## src/rtl/rv32_pkg.sv

```systemverilog
// Shared definitions for the rv32 register-file write path.
package rv32_pkg;

    localparam int unsigned REG_ADDR_W = 5;
    localparam int unsigned NUM_REGS   = 32;

    // One register-file write-port beat.
    typedef struct packed {
        logic                  en;
        logic [REG_ADDR_W-1:0] addr;
        logic [31:0]           value;
    } rf_write_t;

endpackage

```

## src/rtl/rv32_scoreboard.sv

```systemverilog
// Destination-register ownership for in-flight long-latency ops, with
// decode-side lookups and sticky ordering-error detection.
module rv32_scoreboard
    import rv32_pkg::*;
(
    input  logic                  i_clk,
    input  logic                  i_reset,
    input  logic                  i_ce,
    input  logic                  i_issue_valid,
    input  logic [REG_ADDR_W-1:0] i_issue_rd,
    input  logic                  i_clr_valid,
    input  logic [REG_ADDR_W-1:0] i_clr_rd,
    input  logic [REG_ADDR_W-1:0] i_query_rs1,
    input  logic [REG_ADDR_W-1:0] i_query_rs2,
    input  logic [REG_ADDR_W-1:0] i_query_rd,
    output logic                  o_hazard,
    output logic                  o_err
);

    logic [NUM_REGS-1:0] r_busy;
    logic [NUM_REGS-1:0] w_busy_d;
    logic                r_err;
    logic                w_set;
    logic                w_clr;
    logic                w_err;

    assign w_set = i_issue_valid && (i_issue_rd != '0);
    assign w_clr = i_clr_valid && (i_clr_rd != '0);

    // Next busy vector: clear first so a same-cycle set of the same rd wins.
    always_comb begin
        w_busy_d = r_busy;
        if (w_clr) w_busy_d[i_clr_rd] = 1'b0;
        if (w_set) w_busy_d[i_issue_rd] = 1'b1;
        w_busy_d[0] = 1'b0;
    end

    // Completion of an unowned rd, or a second issue to an owned rd.
    always_comb begin
        w_err = (w_clr && !r_busy[i_clr_rd]) || (w_set && r_busy[i_issue_rd]);
    end

    // Ownership state and sticky error, frozen while the clock enable is low.
    always_ff @(posedge i_clk) begin
        if (i_reset) begin
            r_busy <= '0;
            r_err  <= 1'b0;
        end else if (i_ce) begin
            r_busy <= w_busy_d;
            r_err  <= r_err | w_err;
        end
    end

    // Combinational lookups; the rd term covers WAW, x0 is never busy.
    always_comb begin
        o_hazard = r_busy[i_query_rs1] | r_busy[i_query_rs2] | r_busy[i_query_rd];
    end

    assign o_err = r_err;

endmodule

```

## src/rtl/rv32_rd_write_arbiter.sv

```systemverilog
// Shares the register-file write port between the writeback path (always
// wins) and the long-latency unit, with a starvation stall request.
module rv32_rd_write_arbiter
    import rv32_pkg::*;
#(
    parameter int unsigned STARVE_LIMIT = 4
) (
    input  logic        clk,
    input  logic        reset,
    input  logic        ce_i,
    input  logic        flush_in,
    input  logic        wb_valid_in,
    input  logic        wb_rd_write_in,
    input  logic [4:0]  wb_rd_in,
    input  logic [31:0] wb_rd_value_in,
    input  logic        lu_valid_in,
    output logic        lu_ready_out,
    input  logic [4:0]  lu_rd_in,
    input  logic [31:0] lu_value_in,
    input  logic        issue_valid_in,
    input  logic [4:0]  issue_rd_in,
    input  logic [4:0]  query_rs1_in,
    input  logic [4:0]  query_rs2_in,
    input  logic [4:0]  query_rd_in,
    output logic        hazard_stall_out,
    output logic        starve_stall_out,
    output logic        rf_write_out,
    output logic [4:0]  rf_addr_out,
    output logic [31:0] rf_value_out,
    output logic        protocol_err_out
);

    localparam logic [3:0] CNT_LIMIT = 4'(STARVE_LIMIT);

    logic      w_wb_active;
    logic      w_lu_hs;
    rf_write_t w_rf_d;
    rf_write_t r_rf;
    logic [3:0] w_cnt_d;
    logic [3:0] r_cnt;
    logic      r_starve;

    // A WB request that would produce no write leaves the port to the LU.
    assign w_wb_active  = wb_valid_in && wb_rd_write_in && !flush_in && (wb_rd_in != '0);
    assign lu_ready_out = ce_i && !w_wb_active;
    assign w_lu_hs      = lu_valid_in && lu_ready_out;

    // Port winner; addr/value hold when nothing is written.
    always_comb begin
        w_rf_d    = r_rf;
        w_rf_d.en = 1'b0;
        if (w_lu_hs) begin
            if (lu_rd_in != '0) begin
                w_rf_d.en    = 1'b1;
                w_rf_d.addr  = lu_rd_in;
                w_rf_d.value = lu_value_in;
            end
        end else if (w_wb_active) begin
            w_rf_d.en    = 1'b1;
            w_rf_d.addr  = wb_rd_in;
            w_rf_d.value = wb_rd_value_in;
        end
    end

    // Count consecutive blocked LU cycles, saturating at the limit.
    always_comb begin
        w_cnt_d = r_cnt;
        if (!lu_valid_in || w_lu_hs) begin
            w_cnt_d = '0;
        end else if (r_cnt < CNT_LIMIT) begin
            w_cnt_d = r_cnt + 4'd1;
        end
    end

    // Write-port register, starvation counter and its registered flag.
    always_ff @(posedge clk) begin
        if (reset) begin
            r_rf     <= '0;
            r_cnt    <= '0;
            r_starve <= 1'b0;
        end else if (ce_i) begin
            r_rf     <= w_rf_d;
            r_cnt    <= w_cnt_d;
            r_starve <= (w_cnt_d == CNT_LIMIT);
        end
    end

    rv32_scoreboard u_scoreboard (
        .i_clk         (clk),
        .i_reset       (reset),
        .i_ce          (ce_i),
        .i_issue_valid (issue_valid_in),
        .i_issue_rd    (issue_rd_in),
        .i_clr_valid   (w_lu_hs),
        .i_clr_rd      (lu_rd_in),
        .i_query_rs1   (query_rs1_in),
        .i_query_rs2   (query_rs2_in),
        .i_query_rd    (query_rd_in),
        .o_hazard      (hazard_stall_out),
        .o_err         (protocol_err_out)
    );

    assign rf_write_out     = r_rf.en;
    assign rf_addr_out      = r_rf.addr;
    assign rf_value_out     = r_rf.value;
    assign starve_stall_out = r_starve;

endmodule

```

## config.mk

```make
export PLATFORM = sky130hd
export DESIGN_NAME = rv32_rd_write_arbiter
export DESIGN_NICKNAME = d
export VERILOG_FILES = /design/src/rtl/rv32_pkg.sv /design/src/rtl/rv32_scoreboard.sv /design/src/rtl/rv32_rd_write_arbiter.sv
export SDC_FILE = /design/constraint.sdc
export NUM_CORES = 1
export LEC_CHECK = 0
export CELL_PAD_IN_SITES_DETAIL_PLACEMENT = 0
export CELL_PAD_IN_SITES_GLOBAL_PLACEMENT = 1
export CORE_MARGIN = 4
export CORE_UTILIZATION = 36
export DETAILED_ROUTE_END_ITERATION = 7
export PLACE_DENSITY = 0.89
export SLEW_MARGIN = 20
export SYNTH_ARGS = -nofsm -noshare
export SYNTH_HDL_FRONTEND = slang
export SYNTH_HIERARCHICAL = 1
export SYNTH_SLANG_ARGS = --single-unit
```

## constraint.sdc

```tcl
create_clock -name clk -period 3.1 [get_ports clk]
set_clock_uncertainty 0.15 [all_clocks]
set_input_delay 0.62 -clock clk [delete_from_list [all_inputs] [get_ports clk]]
set_output_delay 0.62 -clock clk [all_outputs]
set_load 0.02 [all_outputs]
```

==> run_results.csv, run 1 <==
group,metric,value,unit
floorplan,die_h,128,um
synth,synth.top_cell.area_share,28.9,%
status,outcome,"completed",
worst_setup_path,reg2reg_from,"u_scoreboard/r_busy[17]",
pwr,ir_worst_vdd,0.000337,V
global_route,grt_pass1_wl,30.1,mm
floorplan,die-area,0.0164,sq mm
clock_network,cts_tree,"yes",
worst_setup_path,start_kind,"primary input",
synth,yosys_warnings,6,
sta,setup_slack,0.113,ns
synth,synthSimpleGateAreaFrac,33.3,%
synth,synth_fa_ha_area_share,0.241,%
synth,synth_edf_count,0,
cells_and_area,final_util,52.9,%
clock_network,clock-sinks,75,
global_route,grt_usage,23.0,%
routing,drt-initial-drc-count,551,
global_route,use_met1,29.5,%
synth,yosysMostFrequentCell,"dfxtp_1",
global_route,grt_util_met2,37.1,%
place,gp_congestion,0.967,
cells_and_area,antenna_cells,0,
clock_network,cts_buffers,9,
min_path,min_path_type,"flip-flop to flip-flop",
synth,synth_area_leaders,"dfxtp_1 29%, mux4_2 10%, nor4_2 7.0%",
worst_setup_path,crit_start,"wb_rd_in[3]",
cells_and_area,fillers,1211,
synth,synth-seq-cells,75,
routing,drc,0,
global_route,grt_use_met3,5.33,%
cells_and_area,areaGrowthSynthToFinish,42.5,%
routing,viasPerCell,6.02,
sta,finalHoldViolations,0,
cells_and_area,layout-drive-gt1-share,23.5,%
sta,fin_crit_sh,96.4,%
floorplan,rows,43,
worst_setup_path,worstPathArrival,2.22,ns
worst_setup_path,ff2ff_path_depth,5,
global_route,grt_overflow,0,
sta,worst_pin_slew,0.613,ns
worst_setup_path,r2r_slack,1.19,ns
worst_setup_path,crit_type,"primary input to output port",
floorplan,io_pins,144,
clock_network,insertion_delay,0.33,ns
clock_network,clkTransAtPathRegs,0.06,ns
worst_setup_path,crit_path_end_kind,"output port",
place,dp_hpwl,13.9,mm
synth,synth_ff_type,"dfxtp_1",
sta,final.min_clock_period,2.99,ns
worst_setup_path,worstPathRequired,2.33,ns
cells_and_area,nets,839,
routing,route.vias.total,5544,
global_route,grt_pass1_vias,5491,
floorplan,core,0.0140,sq mm
worst_setup_path,cp_max_fo,2,
synth,synthCells,571,
job,drv_cap,0,
synth,synth_top_area_cell,"dfxtp_1",
worst_setup_path,crit_end,"lu_ready_out",
routing,firstDrtPassIters,5,
synth,synthMuxAreaShare,18.5,%
synth,synthTopCellsByCount,"75 x dfxtp_1, 55 x nand2_1, 44 x nor2_1, 44 x nor3_1, 36 x a21oi_1",
sta,setup_violations,0,
worst_setup_path,r2r_end,"u_scoreboard/o_err",
routing,routedWlPerCell,20.8,um
synth,synth.avg_cell_area,9.09,sq um
synth,synth_cell_types,60,
synth,syn_area,0.00519,sq mm
pwr,powerDensity,374,mW/mm^2
clock_network,htreeDepth,3,
synth,async_flop_share,0,%
sta,slew_headroom,59.1,%
global_route,grt_antenna_before_repair,0,
clock_network,cts_root_buffer,"clkbuf_16",
place,place.port_buffers,143,
pwr,p_leak,2.71,nW
clock_network,clk_path_buf_depth,2,
synth,synth_xor_area_share,0,%
synth,synth_compound_area_share,13.0,%
synth,synth_top_family_by_area,"simple AND/OR/NAND/NOR gates",
synth,ys_seq_area_share,28.9,%
routing,ant_nets,0,
clock_network,hold_buffers,0,
sta,grt_setup_unrepaired,"no",
global_route,top_usage_layer,"met2",
routing,drt-total-wl,19.2,mm
floorplan,initial_core_util,37.1,%
synth,syn_nets,674,
floorplan,die_w,128,um
sta,fmax,0.335,GHz
sta,slew_violations,0,
place,place_ws,-0.708,ns
global_route,grt_max_degree,38,
-- worst min-delay path by stage --
stage,from,to,slack (ns),depth (start not counted)
5_1_grt,starve_stall_out,starve_stall_out,0.35,2
4_1_cts,starve_stall_out,starve_stall_out,0.33,2
3_5_place_dp,starve_stall_out,starve_stall_out,0.33,2
6_report,starve_stall_out,starve_stall_out,0.32,2
2_1_floorplan,r_cnt[3],r_cnt[3],0.31,2
3_3_place_gp,starve_stall_out,starve_stall_out,0.30,2
-- worst max-delay path, stage by stage --
cell,delay [ns]
clkdlybuf4s50_1,0.44
or4_4,0.55
o21ai_2,0.14
and2_1,0.13
dlygate4sd2_1,0.33
-- report_power, final --
part	total, W	internal (W)	switching, W
Clock	0.00106	0.000648	0.000412
Combinational	0.000662	0.000345	0.000317
Sequential	0.00104	0.00101	0.0000342
Total	0.00276	0.00200	0.000763
-- cells by family (layout without fill, tap and decap cells) --
family / after synthesis / in the layout
mux: 57 / 57
fa+ha+maj: 1 / 1
compound gates: 108 / 108
simple gates: 273 / 273
flops: 75 / 75
buf+inv: 57 / 227
-- metal layers --
layer,up-vias,routed length [um],share of wire [%]
li1,2482,-,-
met1,2622,7440,39
met2,361,8690,45
met3,79,2240,12
met4,0,776,4.1
met5,-,0,0
-- per-stage QoR --
step / hold WS [ns] / setup TNS [ns] / instance area [sq um] / std cells / power [W]
2_1_floorplan: 0.307 / 0 / 5190 / 571 / 0.00139
3_3_place_gp: 0.302 / -0.971 / 7070 / 904 / 0.00171
3_5_place_dp: 0.326 / -1.25 / 7070 / 904 / 0.00172
4_1_cts: 0.332 / -0.0490 / 7370 / 920 / 0.00279
5_1_grt: 0.347 / 0 / 7400 / 921 / 0.00287
6_report: 0.324 / 0 / 7400 / 921 / 0.00276
-- flip-flops by register name, summed over array words and instances (netlist names) --
name,count
rf_addr_out,5
rf_value_out,32
rf_write_out,1
u_scoreboard/r_busy,31
u_scoreboard/o_err,1
starve_stall_out,1
r_cnt,4
-- repair_timing --
action	CTS	global route
pin swaps	0	3
resized for setup	12	9
setup buffers	0	1
setup endpoints to repair	2	1
-- placed cells by master (no fill, tap or decap), types with 3 or more instances in the layout --
master	count
clkdlybuf4s50_1	131
dfxtp_1	75
buf_4	56
nand2_1	55
nor3_1	44
nor2_1	44
a21oi_1	36
o21ai_0	34
nor3_2	31
nor4_2	29
mux4_2	24
mux2i_1	23
nand3_1	13
nand2b_1	12
clkbuf_16	9
nor4_1	8
and3_1	6
inv_1	6
nand3b_1	6
a311oi_1	5
dlymetal6s2s_1	5
buf_12	5
nor2b_1	5
mux4_1	5
a31oi_1	4
dlygate4sd2_1	4
nor3b_1	4
and2_1	3
o211ai_1	3
mux2_2	3
nand4_1	3
a22oi_1	3
-- area by class of cell --
cell class / count / area (sq um) / area share, %
inverters: 6 / 22.5 / 0.304
clock inverters: 5 / 62.6 / 0.846
clock buffers: 11 / 243 / 3.28
repair buffers: 205 / 1960 / 26.5
multi-input cells: 439 / 3380 / 45.7
flip-flops and latches: 75 / 1500 / 20.3
well taps: 180 / 225 / 3.04
Power figures use the tool's default switching activity.
==> inputs of run 2 (changes only) <==
Settings changed: CAP_MARGIN set to 20.
==> results of run 2 <==
No change in the layout: final DEF, timing and power equal those of run 1.
==> inputs of run 3 (changes only) <==
Settings changed: HOLD_SLACK_MARGIN set to 0.15.
==> results of run 3 <==
No change in the layout: final DEF, timing and power equal those of run 1.
